File: config.mk
export PLATFORM = sky130hd
export DESIGN_NAME = pattern_loader
export DESIGN_NICKNAME = d
export VERILOG_FILES = /design/src/rtl/life_pkg.sv /design/src/rtl/pattern_loader.sv
export SDC_FILE = /design/constraint.sdc
export NUM_CORES = 1
export LEC_CHECK = 0
export CELL_PAD_IN_SITES_DETAIL_PLACEMENT = 1
export CELL_PAD_IN_SITES_GLOBAL_PLACEMENT = 2
export CORE_UTILIZATION = 26
export CTS_CLUSTER_DIAMETER = 100
export DETAILED_ROUTE_END_ITERATION = 12
export PLACE_DENSITY_LB_ADDON = 0.1
export SYNTH_ARGS = -nofsm -noshare
export SYNTH_HDL_FRONTEND = slang
export SYNTH_SLANG_ARGS = --single-unit
File: constraint.sdc
create_clock -name clka -period 2.12 [get_ports clka]
set_input_delay 0.53 -clock clka [delete_from_list [all_inputs] [get_ports clka]]
set_output_delay 0.53 -clock clka [all_outputs]
set_load 0.05 [all_outputs]
File: src/rtl/life_pkg.sv
// Shared types and defaults for the life-grid pattern loading path.
package life_pkg;

  localparam int ROW_W    = 128;
  localparam int ROM_AW   = 10;
  localparam int DEF_ROWS = 128;

  typedef enum logic [2:0] {
    ST_IDLE  = 3'd0,
    ST_FETCH = 3'd1,
    ST_LATCH = 3'd2,
    ST_WRITE = 3'd3,
    ST_DONE  = 3'd4
  } state_t;

  function automatic logic is_busy(input state_t s);
    return (s != ST_IDLE);
  endfunction

endpackage

File: src/rtl/pattern_loader.sv
// Copies one ROWS-row pattern from the pattern ROM into the grid memory, one row per handshake.
// Optional zero-fill loads are enabled with the PATTERN_LOADER_CLEAR_EN macro.
module pattern_loader
  import life_pkg::*;
#(
  parameter int ROWS  = DEF_ROWS,
  parameter int WIDTH = ROW_W,
  parameter int AW    = ROM_AW,
  parameter int PSW   = 3
) (
  input  logic                     clka,
  input  logic                     rst_n,
  input  logic                     start,
  input  logic [PSW-1:0]           pat_sel,
  output logic [AW-1:0]            rom_addr,
  output logic                     rom_we,
  input  logic [WIDTH-1:0]         rom_dout,
  output logic                     grid_we,
  output logic [$clog2(ROWS)-1:0]  grid_row,
  output logic [WIDTH-1:0]         grid_data,
  input  logic                     grid_ready,
  output logic                     busy,
  output logic                     done
`ifdef PATTERN_LOADER_CLEAR_EN
  ,
  input  logic                     clear
`endif
);

  localparam int RW = $clog2(ROWS);
  localparam logic [RW-1:0] LAST_ROW = RW'(ROWS - 1);

  state_t           state_r, state_n;
  logic [RW-1:0]    row_r, row_n, row_inc_s;
  logic [AW-1:0]    base_r, base_n, base_s;
  logic [AW-1:0]    addr_r, addr_n;
  logic [WIDTH-1:0] buf_r, buf_n;
  logic             clear_r, clear_n, clear_s;
  logic             we_r, busy_r, done_r;

`ifdef PATTERN_LOADER_CLEAR_EN
  assign clear_s = clear;
`else
  assign clear_s = 1'b0;
`endif

  // Pattern base is pat_sel*ROWS folded into the ROM address space
  assign base_s    = AW'(pat_sel) << RW;
  assign row_inc_s = row_r + RW'(1'b1);

  // Next-state and datapath update
  always_comb begin
    state_n = state_r;
    row_n   = row_r;
    base_n  = base_r;
    clear_n = clear_r;
    addr_n  = addr_r;
    buf_n   = buf_r;
    case (state_r)
      ST_IDLE: begin
        if (start) begin
          base_n  = base_s;
          clear_n = clear_s;
          row_n   = {RW{1'b0}};
          if (clear_s) begin
            buf_n   = {WIDTH{1'b0}};
            state_n = ST_WRITE;
          end else begin
            addr_n  = base_s;
            state_n = ST_FETCH;
          end
        end else begin
          state_n = ST_IDLE;
        end
      end
      ST_FETCH: begin
        state_n = ST_LATCH;
      end
      ST_LATCH: begin
        buf_n   = rom_dout;
        state_n = ST_WRITE;
      end
      ST_WRITE: begin
        if (grid_ready) begin
          if (row_r == LAST_ROW) begin
            state_n = ST_DONE;
          end else begin
            row_n = row_inc_s;
            // Zero-fill loads never touch the ROM, so the address stays frozen
            if (clear_r) begin
              state_n = ST_WRITE;
            end else begin
              addr_n  = base_r + AW'(row_inc_s);
              state_n = ST_FETCH;
            end
          end
        end else begin
          state_n = ST_WRITE;
        end
      end
      ST_DONE: begin
        state_n = ST_IDLE;
      end
      default: begin
        state_n = ST_IDLE;
      end
    endcase
  end

  // State, datapath and registered outputs
  always_ff @(posedge clka or negedge rst_n) begin
    if (!rst_n) begin
      state_r <= ST_IDLE;
      row_r   <= {RW{1'b0}};
      base_r  <= {AW{1'b0}};
      addr_r  <= {AW{1'b0}};
      buf_r   <= {WIDTH{1'b0}};
      clear_r <= 1'b0;
      we_r    <= 1'b0;
      busy_r  <= 1'b0;
      done_r  <= 1'b0;
    end else begin
      state_r <= state_n;
      row_r   <= row_n;
      base_r  <= base_n;
      addr_r  <= addr_n;
      buf_r   <= buf_n;
      clear_r <= clear_n;
      we_r    <= (state_n == ST_WRITE);
      busy_r  <= is_busy(state_n);
      done_r  <= (state_n == ST_DONE);
    end
  end

  assign rom_addr  = addr_r;
  assign rom_we    = 1'b0;
  assign grid_we   = we_r;
  assign grid_row  = row_r;
  assign grid_data = buf_r;
  assign busy      = busy_r;
  assign done      = done_r;

endmodule

# After elaboration in Yosys (flattened, before gate mapping)
# Cells that the tools add are included.
[classes] addsub=2 n_mul=0 div=0 order_cmp=0 eq_ne=9 shifts=0 mux=12 bitwise_logic=0 n_reduce_logical=5
[op_table] operator="$mux 10" n=3
[op_table] operator="$mux 7" n=3
[op_table] operator="$pmux 10 s2" n=1
[op_table] operator="$pmux 7 s2" n=1
[op_table] operator="$pmux 3 s4" n=1
[op_table] operator="$add 10x7->10" n=1
[op_table] operator="$eq 3x2->1 const B" n=3
[op_table] operator="$add 7x1->7 const B" n=1
[op_table] operator="$eq 7x7->1 const B" n=1
[op_table] operator="$mux 3" n=2
[op_table] operator="$ne 2x2->1 const B" n=3
[op_table] operator="$reduce_and 4->1" n=1
[op_table] operator="$eq 3x1->1 const B" n=1
[op_table] operator="$eq 3x3->1 const B" n=1
[op_table] operator="$logic_not 3->1" n=1
[op_table] operator="$reduce_bool 3->1" n=1
[op_table] operator="$reduce_and 2->1" n=1
[op_table] operator="$reduce_bool 2->1" n=1
[op_table] operator="$mux 1" n=1
[totals] ff_bits=154 latchBits=0 ramBits=0 mem_bits_ro=0 inputBits=135 output_inout_bits=149 n_memories=0

# Logic depth before layout (Yosys ltp)
[logic_depth] depth_word=5 mapped_depth=5

# Least setup slack after synthesis
# Ideal clock, no wire load.
[synth_path] path_type="register -> register" start="reg row_r[0], in the netlist grid_row[0]" end="reg addr_r[7], in the netlist rom_addr[7]" arrival_time_ns=1.876 required_ns=1.995 slack_ns=0.119 path_stages_with_launch=6 path_buffers=0 synth_period_minus_slack_ns=2.001 path_cell_list="dfrtp_1 -> ha_1 -> nand2_1 -> or2_4 -> a31oi_4 -> mux2_2"
[synth_between] elab_chain_len=5 elab_cells_between_ends=8 classes_between="add/sub (2); eq/ne (2); mux (3); reduce/logical (1)"
[synth_rtl] item="start: declaration" line_no="pattern_loader.sv:34" rtl="logic [RW-1:0] row_r, row_n, row_inc_s;"
[synth_rtl] item="start signal: assignment" line_no="pattern_loader.sv:114" rtl="row_r <= {RW{1'b0}};"
[synth_rtl] item="start signal: assignment" line_no="pattern_loader.sv:124" rtl="row_r <= row_n;"
[synth_rtl] item="$add 7x1->7" line_no="pattern_loader.sv:49" rtl="assign row_inc_s = row_r + RW'(1'b1);"
[synth_rtl] item="$add 10x7->10" line_no="pattern_loader.sv:93" rtl="addr_n = base_r + AW'(row_inc_s);"
[synth_rtl] item="$mux 10" line_no="pattern_loader.sv:85" rtl="if (row_r == LAST_ROW) begin"
[synth_rtl] item="$mux 10" line_no="pattern_loader.sv:84" rtl="if (grid_ready) begin"
[synth_rtl] item="$pmux 10 s2" line_no="pattern_loader.sv:59" rtl="case (state_r)"
[synth_rtl] item="end signal: assignment" line_no="pattern_loader.sv:116" rtl="addr_r <= {AW{1'b0}};"
[synth_rtl] item="end signal: assignment" line_no="pattern_loader.sv:126" rtl="addr_r <= addr_n;"
[synth_rtl] item="end: declaration" line_no="pattern_loader.sv:36" rtl="logic [AW-1:0] addr_r, addr_n;"
# Parallel ways exist; a longest one is shown, timed or not. The select of a mux whose other input is x is not followed.
# A chain may end at the register's enable or synchronous reset.

# Worst setup path after layout
[layout_path] start="reg buf_r[9], in the netlist grid_data[9]" end="out grid_data[9]"
[layout_rtl] item="start: declaration" line_no="pattern_loader.sv:37" rtl="logic [WIDTH-1:0] buf_r, buf_n;"
[layout_rtl] item="start signal: assignment" line_no="pattern_loader.sv:117" rtl="buf_r <= {WIDTH{1'b0}};"
[layout_rtl] item="start signal: assignment" line_no="pattern_loader.sv:127" rtl="buf_r <= buf_n;"
[layout_rtl] item="end: declaration" line_no="pattern_loader.sv:20" rtl="output logic [WIDTH-1:0] grid_data,"
# No word-level cell between the ends.

==> results.cfg <==
[cts]
cts_sinks = 147
cts_tree = built
cts_inserted_buffers = 17
path_clk_slew_ps = 60
cts-root-buf = clkbuf_16
cts_setup_buffers = 0
worstSkewPairLatency_ps = 410
clk_path_buf_depth = 2
h-tree-depth = 4

[status]
status = complete, no violations

[worst_setup_path]
cp_top_family = buffers and inverters
r2r_start = state_r[1]
crit_fanout = 2
reg2reg_slack_ps = 320
r2r_end = grid_data[64]
critPathKind = reg -> out
reg2reg_depth = 3
worstPathArrival_ps = 1540
cp_num_buf_inv = 1
crit_slowest_cell = clkdlybuf4s50_1
startpoint_type = register
cp_cell_sequence = clkdlybuf4s50_1
cp.required_ps = 1590
cp-startpoint = grid_data[9]
slowest_delay_ps = 800
end_kind = output pin

[logic_synthesis]
synth.area.top_cells = dfrtp_1 64%, mux2_1 19%, mux2_2 6.2%
syn-cell-area_um2 = 5770
synth_edf_count = 0
ys_warn_count = 0
synth_cell_types = 38
syn_inst = 369
synth_top_area_frac = 0.637
synth_commonest_cells = 147 x dfrtp_1, 99 x mux2_1, 32 x mux2_2
syn-num-nets = 505
synth_most_common_cell = dfrtp_1
synthArstFlopShare = 1.00
yosysTopAreaCell = dfrtp_1
yosysSeqAreaShare = 0.637
avgSynthCellArea_um2 = 15.6
ys_seq_elements = 147
synthFlopType = dfrtp_1

[sta]
tightest_slew_ps = 574
fmax_mhz = 482
report.final.slew_viol_count = 0
layout_min_cycle_time_ps = 2070
timing.final.crit_share = 0.978
slew_headroom = 0.619
finalHoldViolations = 0
setup_viol = 0
holdWs_ps = 477
finClkSkew_ps = 11.9
rsz0062_at_grt = no

[die]
core_um2 = 21800
die_y_um = 151
start_util = 0.265
die-area_um2 = 22800
die_w_um = 151
rows = 54
io_pins = 284

[power_and_ir_drop]
combPwrFrac = 0.553
power.internal_mw = 9.55
switchingPower_mw = 8.72
power_mw = 18.3
power_density_nw_per_um2 = 1940
p_sw_frac = 0.477
leakagePower_nw = 4.41
clkPwrFrac = 0.178
ir_worst_vdd_uv = 651
pwr-share-seq = 0.269

[placed_design]
dp_hpwl_mm = 12.6
place.gp.congestion = 0.724
io_buffers = 282

[run]
maxCapViolations = 0

[worst_hold_path]
holdPathStages = 1
hold_class = reg -> reg
hold_start = grid_data[34]
min_to = grid_data[34]

[routing]
firstDrtPassIters = 4
wire_per_inst_um = 17.8
drc = 0
drt_wl_total_mm = 16.9
ant_nets = 0
drt_iter0_drc = 90
viasPerCell = 4.29
vias = 4065

[finish]
diodes = 0
synthToLayoutAreaGrowth_pct = 63.5
fill_cells = 2255
finalNetCount = 792
multiInputGateArea_um2 = 1890
drive_gt1_frac = 0.180
regArea_um2 = 3680

[global_route]
gr-total-overflow = 0
grt_max_degree = 78
antenna_found_initial = 2
first_global_vias = 4393
grt_pass1_wl_mm = 26.0
grt_util_all_layers = 0.151
==> worst max-delay path by stage <==
stage / cells after the start / endpoint
after global routing: 1 / grid_data[9]
final: 1 / grid_data[9]
after CTS: 1 / grid_data[3]
after detailed placement: 5 / grid_row[0]
after global placement: 5 / grid_row[0]
after floorplan: 5 / rom_addr[7]
==> per-layer routing <==
metal	share of wire	up-vias	GRT usage
li1	-	1870	-
met1	0.41	2001	0.187
met2	0.48	177	0.243
met3	0.10	13	0.0617
met4	0.0069	4	0.0405
met5	0.0015	-	0
==> power groups by stage <==
stage	Combinational (mW)	Sequential, mW	Clock, mW
2_1_floorplan	2.50	9.63	0
5_1_grt	10.6	5.15	3.46
4_1_cts	10.3	4.97	3.36
3_3_place_gp	10.6	4.95	0
6_report	10.1	4.92	3.25
3_5_place_dp	10.7	5.04	0
==> area by class of cell <==
cell class,count,area share
clock buffer,20,0.0494
inverter,1,0.000398
tap,280,0.0371
multi-input combinational,197,0.200
timing repair buffer,292,0.304
sequential,147,0.390
clock inverter,11,0.0184
==> stage by stage <==
| stage | area (um^2) | cells | setup WS (ps) | utilization | TNS, ps |
|---|---|---|---|---|---|
| after floorplan | 5770 | 369 | 119 | - | 0 |
| after global placement | 8760 | 916 | 90.4 | 0.401 | 0 |
| after detailed placement | 8760 | 916 | -26.5 | 0.401 | -26.5 |
| after CTS | 9330 | 948 | 0.0197 | 0.428 | 0 |
| after global routing | 9440 | 948 | 2.23 | 0.433 | 0 |
| final | 9440 | 948 | 47.0 | 0.433 | 0 |
==> sequential cells by signal (all words and copies together), names as in the netlist <==
signal and flops:
done 1, grid_row 6, grid_data 128, rom_addr 4
state_r 3, grid_we 1, busy 1, base_r 3
==> cells by family after synthesis <==
logic type               Yosys count  share of synthesized area
AO/OA/AOI/OAI                     15                     0.0217
XOR/XNOR                           1                    0.00152
adder cells (fa/ha/maj)            1                    0.00217
buffers and inverters             25                     0.0364
flip-flops                       147                      0.637
multiplexers                     131                      0.255
other                              1                   0.000649
AND/OR/NAND/NOR                   48                     0.0451
==> cell usage in the layout, fill, tap and decap left out, drive strengths merged <==
master         netlist  final
a211o                1      1
a21o                 1      1
a21oi                2      2
a22o                 2      2
a31oi                1      1
and3                 2      2
and3b                1      1
buf                 23     52
bufinv               0      4
clkbuf               1     20
clkdlybuf4s50        0    135
clkinv               0      2
clkinvlp             0      3
conb                 1      1
dfrtp              147    147
dlygate4sd2          0     62
dlygate4sd3          0      1
dlymetal6s2s         0     42
ha                   1      1
inv                  1      3
mux2               131    131
nand2               15     15
nand3                3      3
nand3b               2      2
nand4                2      2
nor2                14     14
nor3                 3      3
nor3b                2      2
nor4b                2      2
o21ai                1      1
o21bai               1      1
o22ai                1      1
o311ai               2      2
o31ai                2      2
o41ai                1      1
or2                  1      1
or3                  1      1
xnor2                1      1
==> timing repair <==
item                                   4_1_cts  5_1_grt
setup endpoints to repair                   62       42
endpoints found under the hold margin       20        0
resized for setup                           62       42
hold buffers                                 1        0
Note: power is estimated with default switching activity, not from simulation.
